`config.mk`:
```
export PLATFORM = sky130hd
export DESIGN_NAME = led_seq_ctrl_flat
export DESIGN_NICKNAME = d
export VERILOG_FILES = /design/src/rtl/led_seq_ctrl_if.sv /design/src/rtl/led_seq_ctrl.sv /design/src/flat_wrapper.sv
export SDC_FILE = /design/constraint.sdc
export NUM_CORES = 1
export LEC_CHECK = 0
export CAP_MARGIN = 20
export CORE_MARGIN = 2
export CORE_UTILIZATION = 46
export CTS_BUF_LIST = sky130_fd_sc_hd__clkbuf_4
export CTS_CLUSTER_DIAMETER = 60
export DETAILED_ROUTE_END_ITERATION = 7
export HOLD_SLACK_MARGIN = 0.06
export PLACE_DENSITY_LB_ADDON = 0.05
export REMOVE_ABC_BUFFERS = 1
export SLEW_MARGIN = 20
export SYNTH_ARGS = -nofsm -noshare
export SYNTH_HDL_FRONTEND = slang
export SYNTH_SLANG_ARGS = --single-unit
```
`constraint.sdc`:
```
create_clock -name clk -period 3.3 [get_ports clk]
set_input_delay 0.66 -clock clk [delete_from_list [all_inputs] [get_ports clk]]
set_output_delay 0.66 -clock clk [all_outputs]
set_load 0.01 [all_outputs]
```
`src/rtl/led_seq_ctrl_if.sv`:
```
// led_seq_ctrl_if: command and status bundle for the LED sequencer.
//
// Handshake semantics: there is no valid/ready pair on this bundle. Each
// command (start_i, stop_i, dir_i, mode_i) is a single-cycle pulse that is
// sampled on exactly one rising clk edge and always accepted or discarded in
// that same cycle by the command priority rules. The controller cannot stall
// a command. step_o is a one-cycle pulse marking the cycle in which the
// pattern advances. The remaining outputs are level signals.
// state_dbg exposes the controller state (0 IDLE, 1 RUN, 2 PAUSE) for checkers.
interface led_seq_ctrl_if #(
  parameter int unsigned LED_W = 6
);
  logic             start_i;
  logic             stop_i;
  logic             dir_i;
  logic             mode_i;
  logic [LED_W-1:0] led_o;
  logic             step_o;
  logic             busy_o;
  logic             mode_o;
  logic             dir_o;
  logic [1:0]       state_dbg;

  // Command source (button front-end or testbench)
  modport master (
    output start_i, stop_i, dir_i, mode_i,
    input  led_o, step_o, busy_o, mode_o, dir_o, state_dbg
  );

  // The sequencer itself
  modport slave (
    input  start_i, stop_i, dir_i, mode_i,
    output led_o, step_o, busy_o, mode_o, dir_o, state_dbg
  );
endinterface

```
`src/rtl/led_seq_ctrl.sv`:
```
// led_seq_ctrl: run/pause sequencer for the LED display.
// A prescaler divides clk by TICK_COUNT. On every tick while running, the
// pattern advances: either a binary count (up/down, modulo 2^LED_W) or a
// one-hot scan that bounces between the two end LEDs.
// Optional build macro LED_ACTIVE_LOW_EN: drive led_o inverted (LED on = 0).
module led_seq_ctrl #(
  parameter int unsigned TICK_COUNT = 13500000,
  parameter int unsigned LED_W      = 6
) (
  input logic         clk,
  input logic         rst,
  led_seq_ctrl_if.slave bus
);

  localparam int unsigned      PW         = $clog2(TICK_COUNT);
  localparam logic [PW-1:0]    TERM       = PW'(TICK_COUNT - 1);
  localparam logic [PW-1:0]    PRESC_ONE  = PW'(1);
  localparam logic [LED_W-1:0] VAL_ONE    = LED_W'(1);
  localparam logic [LED_W-1:0] POS_TOP    = LED_W'(LED_W - 1);
  localparam logic [LED_W-1:0] POS_BELOW  = LED_W'(LED_W - 2);
`ifdef LED_ACTIVE_LOW_EN
  localparam logic [LED_W-1:0] LED_RST    = '1;
`else
  localparam logic [LED_W-1:0] LED_RST    = '0;
`endif

  typedef enum logic [1:0] {
    ST_IDLE  = 2'd0,
    ST_RUN   = 2'd1,
    ST_PAUSE = 2'd2
  } state_t;

  state_t           state_q, state_n;
  logic [PW-1:0]    presc_q, presc_n;
  // Binary value in BINARY mode, one-hot position in SCAN mode.
  logic [LED_W-1:0] val_q, val_n;
  logic             mode_q, mode_n;
  logic             dir_q, dir_n;
  logic [LED_W-1:0] led_q;
  logic [LED_W-1:0] pat_n;
  logic             mode_acc, dir_acc, tick, adv;

  // Next-state, prescaler and pattern logic; later assignments override earlier ones.
  always_comb begin
    state_n  = state_q;
    presc_n  = presc_q;
    val_n    = val_q;
    mode_n   = mode_q;
    dir_n    = dir_q;
    pat_n    = '0;

    // mode/dir only count when no start/stop is present this cycle
    mode_acc = bus.mode_i & ~bus.stop_i & ~bus.start_i;
    dir_acc  = bus.dir_i  & ~bus.stop_i & ~bus.start_i;
    tick     = (state_q == ST_RUN) && (presc_q == TERM);
    // A mode change on the tick cycle clears instead of stepping
    adv      = tick & ~mode_acc;

    if (state_q == ST_RUN) begin
      presc_n = tick ? '0 : presc_q + PRESC_ONE;
    end

    // Pattern step always uses the direction held before this cycle
    if (adv) begin
      if (!mode_q) begin
        val_n = dir_q ? val_q - VAL_ONE : val_q + VAL_ONE;
      end else if (!dir_q) begin
        if (val_q == POS_TOP) begin
          val_n = POS_BELOW;
          dir_n = 1'b1;
        end else begin
          val_n = val_q + VAL_ONE;
        end
      end else begin
        if (val_q == '0) begin
          val_n = VAL_ONE;
          dir_n = 1'b0;
        end else begin
          val_n = val_q - VAL_ONE;
        end
      end
    end

    if (bus.stop_i) begin
      if (state_q == ST_RUN) begin
        state_n = ST_PAUSE;
        // Freeze the prescaler where it stands; a step on this cycle still wraps it
        if (!tick) presc_n = presc_q;
      end else begin
        state_n = ST_IDLE;
      end
    end else if (bus.start_i) begin
      if (state_q == ST_IDLE) begin
        state_n = ST_RUN;
        presc_n = '0;
      end else if (state_q == ST_PAUSE) begin
        state_n = ST_RUN;
      end
    end

    if (mode_acc) begin
      mode_n  = ~mode_q;
      val_n   = '0;
      presc_n = '0;
    end

    // Toggle after any automatic bounce flip so the two cancel at an end LED
    if (dir_acc) dir_n = ~dir_n;

    if (state_n == ST_IDLE) begin
      presc_n = '0;
      val_n   = '0;
    end

    pat_n = mode_n ? (VAL_ONE << val_n) : val_n;
  end

  // State and output registers with synchronous reset
  always_ff @(posedge clk) begin
    if (rst) begin
      state_q <= ST_IDLE;
      presc_q <= '0;
      val_q   <= '0;
      mode_q  <= 1'b0;
      dir_q   <= 1'b0;
      led_q   <= LED_RST;
    end else begin
      state_q <= state_n;
      presc_q <= presc_n;
      val_q   <= val_n;
      mode_q  <= mode_n;
      dir_q   <= dir_n;
`ifdef LED_ACTIVE_LOW_EN
      led_q   <= ~pat_n;
`else
      led_q   <= pat_n;
`endif
    end
  end

  assign bus.led_o     = led_q;
  assign bus.step_o    = adv & ~rst;
  assign bus.busy_o    = (state_q == ST_RUN);
  assign bus.mode_o    = mode_q;
  assign bus.dir_o     = dir_q;
  assign bus.state_dbg = state_q;

endmodule

```
`src/flat_wrapper.sv`:
```
// flat-port wrapper written by rule: the top's interface ports become plain ports
module led_seq_ctrl_flat 
#(
  parameter int unsigned TICK_COUNT = 13500000,
  parameter int unsigned LED_W      = 6
)
  (clk, rst, bus_start_i, bus_stop_i, bus_dir_i, bus_mode_i, bus_led_o, bus_step_o, bus_busy_o, bus_mode_o, bus_dir_o, bus_state_dbg);
  led_seq_ctrl_if #(.LED_W(LED_W)) bus_i ();
  input logic clk;
  input logic rst;
  input wire logic [$bits(bus_i.start_i)-1:0] bus_start_i;
  input wire logic [$bits(bus_i.stop_i)-1:0] bus_stop_i;
  input wire logic [$bits(bus_i.dir_i)-1:0] bus_dir_i;
  input wire logic [$bits(bus_i.mode_i)-1:0] bus_mode_i;
  output wire logic [$bits(bus_i.led_o)-1:0] bus_led_o;
  output wire logic [$bits(bus_i.step_o)-1:0] bus_step_o;
  output wire logic [$bits(bus_i.busy_o)-1:0] bus_busy_o;
  output wire logic [$bits(bus_i.mode_o)-1:0] bus_mode_o;
  output wire logic [$bits(bus_i.dir_o)-1:0] bus_dir_o;
  output wire logic [$bits(bus_i.state_dbg)-1:0] bus_state_dbg;
  assign bus_i.start_i = bus_start_i;
  assign bus_i.stop_i = bus_stop_i;
  assign bus_i.dir_i = bus_dir_i;
  assign bus_i.mode_i = bus_mode_i;
  assign bus_led_o = bus_i.led_o;
  assign bus_step_o = bus_i.step_o;
  assign bus_busy_o = bus_i.busy_o;
  assign bus_mode_o = bus_i.mode_o;
  assign bus_dir_o = bus_i.dir_o;
  assign bus_state_dbg = bus_i.state_dbg;
  led_seq_ctrl #(.TICK_COUNT(TICK_COUNT), .LED_W(LED_W)) u_core (.clk(clk), .rst(rst), .bus(bus_i));
endmodule
```
==> Word level (Yosys, flattened, before mapping) <==
Index checks and enable logic that the tools add are counted.
{ "op_classes": {"addsub": 3, "n_eq_ne": 5, "shifts": 1, "mux": 28, "n_bitwise": 12, "reduce_logical": 5} }
{ "ops": {"columns": ["operator", "count"], "rows": [
  ["2-to-1 mux 24 bit", 7],
  ["2-to-1 mux 6 bit", 9],
  ["adder 24 x 1 -> 24 bit (second input constant)", 1],
  ["equality test 24 bit (second input constant)", 1],
  ["2-to-1 mux 2 bit", 5],
  ["2-to-1 mux 1 bit", 7],
  ["adder 6 x 1 -> 6 bit (second input constant)", 1],
  ["bitwise AND 1 bit", 6],
  ["equality test 6 x 3 -> 1 bit (second input constant)", 1],
  ["logical NOT 6 bit", 1],
  ["inverter 1 bit", 6],
  ["left shift 1 x 6 -> 6 bit (first input constant)", 1],
  ["subtractor 6 x 1 -> 6 bit (second input constant)", 1],
  ["logical NOT 2 bit", 2],
  ["inequality test 3 x 2 -> 1 bit (second input constant)", 1],
  ["OR reduction 3 bit", 1],
  ["equality test 2 x 1 -> 1 bit (second input constant)", 1],
  ["equality test 2 bit (second input constant)", 1],
  ["logical AND 1 bit", 1]
]} }
{ "totals": {"regBits": 40, "in_bits": 6, "out_inout_bits": 12, "wordCells": 60} }

==> Longest topological paths before layout <==
Gate-level depths: netlist of the first run.
{ "logic_depth": {"word_depth": 10, "depth_mapped": 10, "ltp_nobuf": 9} }

==> Worst setup path after synthesis of the first run <==
OpenSTA, ideal clock, no wires.
{ "synth_path": {"path_kind": "in2reg", "from": "input bus_stop_i", "to": "register u_core.led_q[4], in the netlist u_core.bus.led_o[4]", "setup_time_ps": 89, "t_arrival_ps": 2517, "t_required_ps": 3211, "slack_ps": 694, "stages": 9, "path_buffers": 2, "path_cell_list": "buf_2 -> or3b_1 -> clkbuf_4 -> o211ai_1 -> a311oi_1 -> a31oi_2 -> o311ai_1 -> or3_4 -> o32ai_2"} }
{ "synth_between": {"elab_chain_cells": 10, "word_cells_on_any_way": 13, "classes_between": "1 x shift; 6 x mux; 5 x bitwise; 1 x reduce/logical"} }
{ "synth_rtl": {"columns": ["item", "line", "text"], "rows": [
  ["start, declared", "flat_wrapper.sv:12", "input wire logic [$bits(bus_i.stop_i)-1:0] bus_stop_i;"],
  ["inverter 1 bit", "led_seq_ctrl.sv:53", "mode_acc = bus.mode_i & ~bus.stop_i & ~bus.start_i;"],
  ["bitwise AND 1 bit (2 in series)", "led_seq_ctrl.sv:53", null],
  ["inverter 1 bit", "led_seq_ctrl.sv:57", "adv = tick & ~mode_acc;"],
  ["bitwise AND 1 bit", "led_seq_ctrl.sv:57", null],
  ["2-to-1 mux 6 bit", "led_seq_ctrl.sv:64", "if (adv) begin"],
  ["2-to-1 mux 6 bit", "led_seq_ctrl.sv:101", "if (mode_acc) begin"],
  ["2-to-1 mux 6 bit", "led_seq_ctrl.sv:110", "if (state_n == ST_IDLE) begin"],
  ["left shift 1 x 6 -> 6 bit", "led_seq_ctrl.sv:115", "pat_n = mode_n ? (VAL_ONE << val_n) : val_n;"],
  ["2-to-1 mux 6 bit (*)", "led_seq_ctrl.sv:115", null],
  ["end signal, assigned", "led_seq_ctrl.sv:136", "led_q <= pat_n;"],
  ["end, declared", "led_seq_ctrl.sv:39", "logic [LED_W-1:0] led_q;"]
]} }
Every way passes the cells marked *; elsewhere a longest branch is shown, timed or not.
A chain may end at the register's enable or synchronous reset.

==> Worst setup path after layout of the first run <==
{ "layout_path": {"from": "register u_core.presc_q[7]", "to": "output bus_step_o"} }
{ "layout_between": {"elab_chain_cells": 4} }
{ "layout_rtl": {"columns": ["item", "line", "text"], "rows": [
  ["start, declared", "led_seq_ctrl.sv:34", "logic [PW-1:0] presc_q, presc_n;"],
  ["start signal, assigned", "led_seq_ctrl.sv:129", "presc_q <= presc_n;"],
  ["equality test 24 bit", "led_seq_ctrl.sv:55", "tick = (state_q == ST_RUN) && (presc_q == TERM);"],
  ["logical AND 1 bit", "led_seq_ctrl.sv:55", null],
  ["bitwise AND 1 bit", "led_seq_ctrl.sv:57", null],
  ["bitwise AND 1 bit", "led_seq_ctrl.sv:142", "assign bus.step_o = adv & ~rst;"],
  ["end, declared", "flat_wrapper.sv:16", "output wire logic [$bits(bus_i.step_o)-1:0] bus_step_o;"]
]} }
Every way passes these cells.

==> results of run 1 <==
-- cells in the mapped netlist, types with 2 or more instances --
| library cell | count |
|---|---|
| nand3b_1 | 7 |
| buf_6 | 6 |
| nand3_1 | 9 |
| nor2_1 | 36 |
| o211ai_1 | 2 |
| o21ai_0 | 15 |
| and4_1 | 5 |
| nor2b_1 | 2 |
| dfxtp_1 | 40 |
| and2_1 | 3 |
| clkbuf_1 | 8 |
| inv_1 | 8 |
| a311oi_1 | 6 |
| o22ai_1 | 2 |
| a22oi_1 | 3 |
| nand2b_1 | 5 |
| nand2_1 | 33 |
| nand4b_1 | 6 |
| a31oi_1 | 5 |
| xnor2_1 | 2 |
| or3_1 | 10 |
| buf_2 | 3 |
| o31ai_1 | 5 |
| ha_1 | 4 |
| nor3_1 | 4 |
| and3_1 | 3 |
| a21oi_1 | 16 |
| xor2_1 | 10 |
| nand4_1 | 7 |
-- area by class of cell --
class / instances / area (µm²) / area share [%]
multi-input combinational: 230 / 1450 / 54.8
sequential: 40 / 801 / 30.2
timing repair buffer: 24 / 223 / 8.40
tap: 70 / 87.6 / 3.30
clock buffer: 6 / 45.0 / 1.70
inverter: 8 / 30.0 / 1.13
clock inverter: 2 / 11.3 / 0.425
-- routing by layer --
layer / vias up / track usage (%) / wire length (µm)
met5: - / 0 / 0
met4: 0 / 4.91 / 39
met3: 4 / 3.32 / 215
met2: 47 / 28.0 / 2310
met1: 997 / 30.3 / 2940
li1: 1106 / - / -
-- state kept, by name, indices dropped and copies added, names as in the netlist --
register,cells
u_core.presc_q,24
u_core.bus.led_o,6
u_core.val_q,6
u_core.bus.state_dbg,2
u_core.bus.dir_o,1
u_core.bus.mode_o,1
-- stage by stage --
stage	util (%)	cell area, µm²	power (mW)	hold slack, ns	worst slack, ns
finish	52.2	2650	0.833	0.512	0.148
global route	52.2	2650	0.872	0.525	0.0362
CTS	52.1	2650	0.840	0.503	0.0990
detailed placement	51.0	2590	0.586	0.485	0.192
global placement	51.0	2590	0.586	0.478	0.269
floorplan	-	2280	0.551	0.457	0.740
-- cells in the final DEF (no fill, tap or decap), types with 2 or more instances in the layout --
cell and count:
nand2b_1 5, nor2b_1 2, nand4b_1 6, nand2_1 33, o21ai_0 15, clkdlybuf4s50_1 17, xnor2_1 2, a21oi_1 16
dfxtp_1 40, a31oi_1 5, and2_1 3, or3_1 10, nor3_1 4, ha_1 4, nor2_1 36, clkbuf_4 6
nand3b_1 7, inv_1 8, and4_1 5, o22ai_1 2, a22oi_1 3, o211ai_1 2, nand4_1 7, and3_1 3
nor4_2 2, nand3_1 9, buf_4 7, o31ai_1 5, a311oi_1 6, xor2_1 10
-- power by group --
group	switching (mW)	total, mW	internal, mW
Clock	0.168	0.257	0.0896
Combinational	0.0462	0.0844	0.0382
Sequential	0.00539	0.491	0.486
-- tightest hold or removal path: cells and delay by family (launching register included) --
kind / cells / cell delay [ns]
and+or+nand+nor: 1 / 0.07
DFF: 1 / 0.36
AOI/OAI and AO/OA: 1 / 0.05
-- repair_timing --
| item | CTS | global route |
|---|---|---|
| gates resized for setup | 0 | 1 |
| setup endpoints to repair | 0 | 1 |
| hold endpoints to repair | 0 | 0 |
-- how the worst max path moves through the flow --
stage / depth (start not counted) / end
floorplan: 7 / u_core.bus.led_o[4]
global placement: 8 / u_core.bus.led_o[4]
detailed placement: 8 / u_core.bus.led_o[4]
CTS: 6 / bus_step_o
global route: 6 / bus_step_o
finish: 6 / bus_step_o
-- logic make-up after synthesis --
kind of cell,count (synthesis),share of synthesized area [%]
AO/OA/AOI/OAI,68,19.0
XOR/XNOR,12,4.37
adder cells (fa/ha/maj),4,2.08
buffers and inverters,27,6.55
flip-flops,40,33.3
multiplexers,1,0.416
AND/OR/NAND/NOR,145,34.3
==> impl_metrics.csv, run 1 <==
group,metric,value,unit
critical_path,crit_type,"flop to output pin",
critical_path,cpPeakStageDelay,0.56,ns
critical_path,rrSetupSlack,0.62,ns
detailed_routing,drt-initial-drc-count,137,
synth,ys.warnings.count,0,
grt,grt_pass1_vias,1990,
detailed_routing,vias,2154,
sta,period_share,95.5,%
clock_network,htreeDepth,2,
critical_path,cp.required,2.64,ns
grt,grt_overflow,0,
clock_network,clk_pin_slew_worst_paths,0.12,ns
placed_design,place_congestion,0.796,
detailed_routing,vias_per_cell,5.67,
critical_path,r2r_cells,7,
sta,clock_skew,0.0133,ns
sta,maxSlewViolCount,0,
worst_hold_path,hp-class,"flop to flop",
clock_network,cts_made_buffers,5,
detailed_routing,first_pass_iters,4,
finish,area_growth,10.2,%
power,vdd_ir_drop_max,0.173,mV
die,fp.dieW,76.3,µm
clock_network,clkLatencyLatePin,0.35,ns
critical_path,worstSetupStartpoint,"u_core.presc_q[7]",
critical_path,worstSetupStartpointType,"flop",
sta,setup_viol,0,
critical_path,r2r-end,"u_core.bus.led_o[4]",
worst_hold_path,worstHoldPathCells,2,
sta,setup-tns-final,0,ns
clock_network,hold_buffers,0,
synth,yosys.area.top_type,"dfxtp_1",
power,pwr_density_cell,314,nW/µm²
finish,stdcell_count,380,
grt,track_usage,19.5,%
synth,synth-main-ff-cell,"dfxtp_1",
synth,syn_area,2410,µm²
placed_design,dp_cells,372,
clock_network,clock_path_buffers,2,
clock_network,post-cts-setup-buffers,0,
finish,drive_above_1_share,9.68,%
clock_network,cts_tree,"done",
detailed_routing,avgRoutedWirePerCell,14.5,µm
sta,rsz0062_at_grt,"no",
critical_path,cp_cell_sequence,"or4b_4, nor4_4, and2_1, nand2_1, nor2_1, clkdlybuf4s50_1",
synth,yosys_register_bits,40,
power,power_leakage,0.864,nW
synth,synthCells,297,
die,start_util,47.4,%
die,std_cell_rows,26,
synth,syn_avg_cell_area,8.10,µm²
finish,fill_cells,535,
die,die_y,76.3,µm
critical_path,path_delay_family,"simple AND/OR/NAND/NOR gates",
sta,tightest_slew,0.727,ns
clock_network,ctsRootBufferMaster,"clkbuf_4",
critical_path,cp_slowest_cell,"or4b_4",
synth,synth_edf_count,0,
clock_network,clock_sinks,40,
die,coreArea,5070,µm²
die,io_pins,18,
worst_hold_path,holdPathEnd,"u_core.presc_q[0]",
job,maxCapViolations,0,
sta,finalCriticalPeriod,3.15,ns
detailed_routing,drc,0,
critical_path,path_max_fanout,6,
worst_hold_path,hold_start,"u_core.presc_q[0]",
placed_design,dp_hpwl,3.98,mm
critical_path,r2r-start,"u_core.presc_q[22]",
placed_design,port_buffers,17,
sta,fmax,317,MHz
die,die-area,5820,µm²
sta,max_slew_margin,51.3,%
detailed_routing,wl,5.51,mm
finish,diodes,0,
synth,yosys.area.top_type_share,33.3,%
critical_path,worstPathArrival,2.49,ns
critical_path,endpoint_kind,"output pin",
grt,grt_max_degree,16,
detailed_routing,ant_nets,0,
status,outcome,"complete, no violations",
finish,layout.nets,319,
sta,hold_viol,0,
synth,synthDistinctLibCells,61,
grt,antenna_found_initial,0,
synth,synth_area_leaders,"dfxtp_1 33%, nor2_1 5.6%, nand2_1 5.1%",
grt,grt_pass1_wl,9.38,mm
synth,synthArstFlopShare,0,%
critical_path,worst-path-buf-inv,1,
synth,synth_seq_area_share,33.3,%
Note: power is estimated with default switching activity, not from simulation.
==> run 2: changes to the inputs <==
- TNS_END_PERCENT: not set -> 100
==> results of run 2 <==
The final DEF is identical to that of run 1; final timing and power are the same.
==> run 3: changes to the inputs <==
- CAP_MARGIN: 20 -> not set
- RECOVER_POWER: not set -> 25
==> impl_metrics.csv, run 3 (synthesis results as in run 1) <==
group,metric,value,unit
sta,finalCriticalPeriod,3.16,ns
sta,clock_skew,0.0107,ns
power,vdd_ir_drop_max,0.169,mV
finish,layout.nets,319,
grt,grt_max_degree,16,
die,coreArea,5070,µm²
grt,antenna_found_initial,0,
sta,max_slew_margin,49.8,%
clock_network,clk_pin_slew_worst_paths,0.12,ns
detailed_routing,drt-initial-drc-count,111,
sta,period_share,95.6,%
power,pwr_density_cell,313,nW/µm²
grt,grt_overflow,0,
placed_design,port_buffers,17,
critical_path,cp_slowest_cell,"or4b_4",
clock_network,hold_buffers,0,
die,die_y,76.3,µm
critical_path,cp.required,2.64,ns
die,fp.dieW,76.3,µm
die,die-area,5820,µm²
status,outcome,"complete, no violations",
sta,hold_viol,0,
clock_network,clkLatencyLatePin,0.35,ns
finish,diodes,0,
finish,regMostFlops,"u_core.presc_q",
clock_network,htreeDepth,2,
finish,mostFrequentLayoutCell,"dfxtp_1",
sta,rsz0062_at_grt,"no",
finish,utilization,52.2,%
die,std_cell_rows,26,
detailed_routing,drc,0,
grt,grt_pass1_vias,1990,
die,start_util,47.4,%
finish,design_area,2650,µm²
die,io_pins,18,
power,power_leakage,0.891,nW
clock_network,cts_tree,"done",
detailed_routing,avgRoutedWirePerCell,14.5,µm
sta,setup-tns-final,0,ns
job,maxCapViolations,0,
placed_design,placed_area,2590,µm²
clock_network,clock_path_buffers,2,
grt,track_usage,19.5,%
critical_path,cp_cell_sequence,"or4b_4, nor4_4, and2_1, nand2_1, nor2_1, clkdlybuf4s50_1",
critical_path,worst-path-buf-inv,1,
clock_network,clock_sinks,40,
grt,grt_pass1_wl,9.38,mm
detailed_routing,vias_per_cell,5.68,
detailed_routing,first_pass_iters,4,
critical_path,worstPathArrival,2.50,ns
sta,setup_viol,0,
clock_network,ctsRootBufferMaster,"clkbuf_4",
placed_design,place_congestion,0.796,
critical_path,path_max_fanout,6,
critical_path,worstSetupStartpoint,"u_core.presc_q[7]",
clock_network,cts_made_buffers,5,
critical_path,r2r-start,"u_core.presc_q[22]",
finish,area_growth,10.0,%
finish,drive_above_1_share,9.35,%
critical_path,cpPeakStageDelay,0.56,ns
worst_hold_path,hp-class,"flop to flop",
detailed_routing,vias,2158,
critical_path,crit_type,"flop to output pin",
detailed_routing,ant_nets,0,
finish,largest_reg_flops,24,
worst_hold_path,hold_start,"u_core.presc_q[0]",
critical_path,worstSetupStartpointType,"flop",
finish,layout_common_cells,"40 x dfxtp_1, 36 x nor2_1, 33 x nand2_1",
critical_path,endpoint_kind,"output pin",
sta,fmax,317,MHz
critical_path,path_delay_family,"simple AND/OR/NAND/NOR gates",
sta,tightest_slew,0.749,ns
placed_design,dp_hpwl,3.98,mm
sta,maxSlewViolCount,0,
detailed_routing,wl,5.51,mm
==> run 3: cell types whose count changed in the layout (fill, tap and decap cells not counted) <==
cell	before	now
clkbuf_1	0	1
dlygate4sd3_1	0	11
clkdlybuf4s50_1	17	6
buf_4	7	6
==> run 3: metal layers <==
| layer | wire length, µm | track usage (%) | vias up |
|---|---|---|---|
| met5 | 0 | 0 | - |
| met3 | 202 | 3.32 | 4 |
| met2 | 2300 | 28.0 | 45 |
| met1 | 2970 | 30.3 | 1003 |
| li1 | - | - | 1106 |
| met4 | 39 | 4.91 | 0 |
==> run 3: power by group <==
| part | internal (mW) | leakage, nW | switching [mW] |
|---|---|---|---|
| Combinational | 0.0363 | 0.539 | 0.0462 |
| Clock | 0.0895 | 0.0293 | 0.165 |
| Sequential | 0.486 | 0.323 | 0.00534 |
| Total | 0.612 | 0.891 | 0.216 |
==> run 3: path summary, 6_finish.rpt <==
| check | to | slack, ns | cells after the start |
|---|---|---|---|
| max reg2reg | u_core.bus.led_o[4] | 0.63 | 7 |
| max | bus_step_o | 0.14 | 6 |
| min reg2reg | u_core.presc_q[0] | 0.51 | 2 |
| min | u_core.presc_q[0] | 0.51 | 2 |
==> run 3: stage by stage <==
| stage | hold slack, ns | cells | power (mW) | setup slack (ns) |
|---|---|---|---|---|
| after floorplan | 0.457 | 278 | 0.551 | 0.740 |
| after global placement | 0.478 | 372 | 0.586 | 0.269 |
| after detailed placement | 0.485 | 372 | 0.586 | 0.192 |
| after CTS | 0.503 | 380 | 0.840 | 0.0990 |
| after global routing | 0.525 | 380 | 0.870 | 0.0362 |
| final | 0.511 | 380 | 0.828 | 0.145 |
==> run 3: layout make-up <==
cell class,instances,area [µm²]
Sequential cell,40,801
Tap cell,70,87.6
Timing Repair Buffer,24,219
Clock buffer,6,45.0
Inverter,8,30.0
Clock inverter,2,11.3
Fill cell,536,2430
Multi-Input combinational cell,230,1450
==> run 3: repair_timing <==
action	in CTS	in global routing
setup endpoints to repair	0	1
hold endpoints to repair	0	0
setup buffers	0	0
gates resized for setup	0	1
==> run 3: worst min-delay path, cell delays in order, from the launching register on <==
cell and delay, ns:
dfxtp_1 0.36, nand2_1 0.07, a21oi_1 0.05
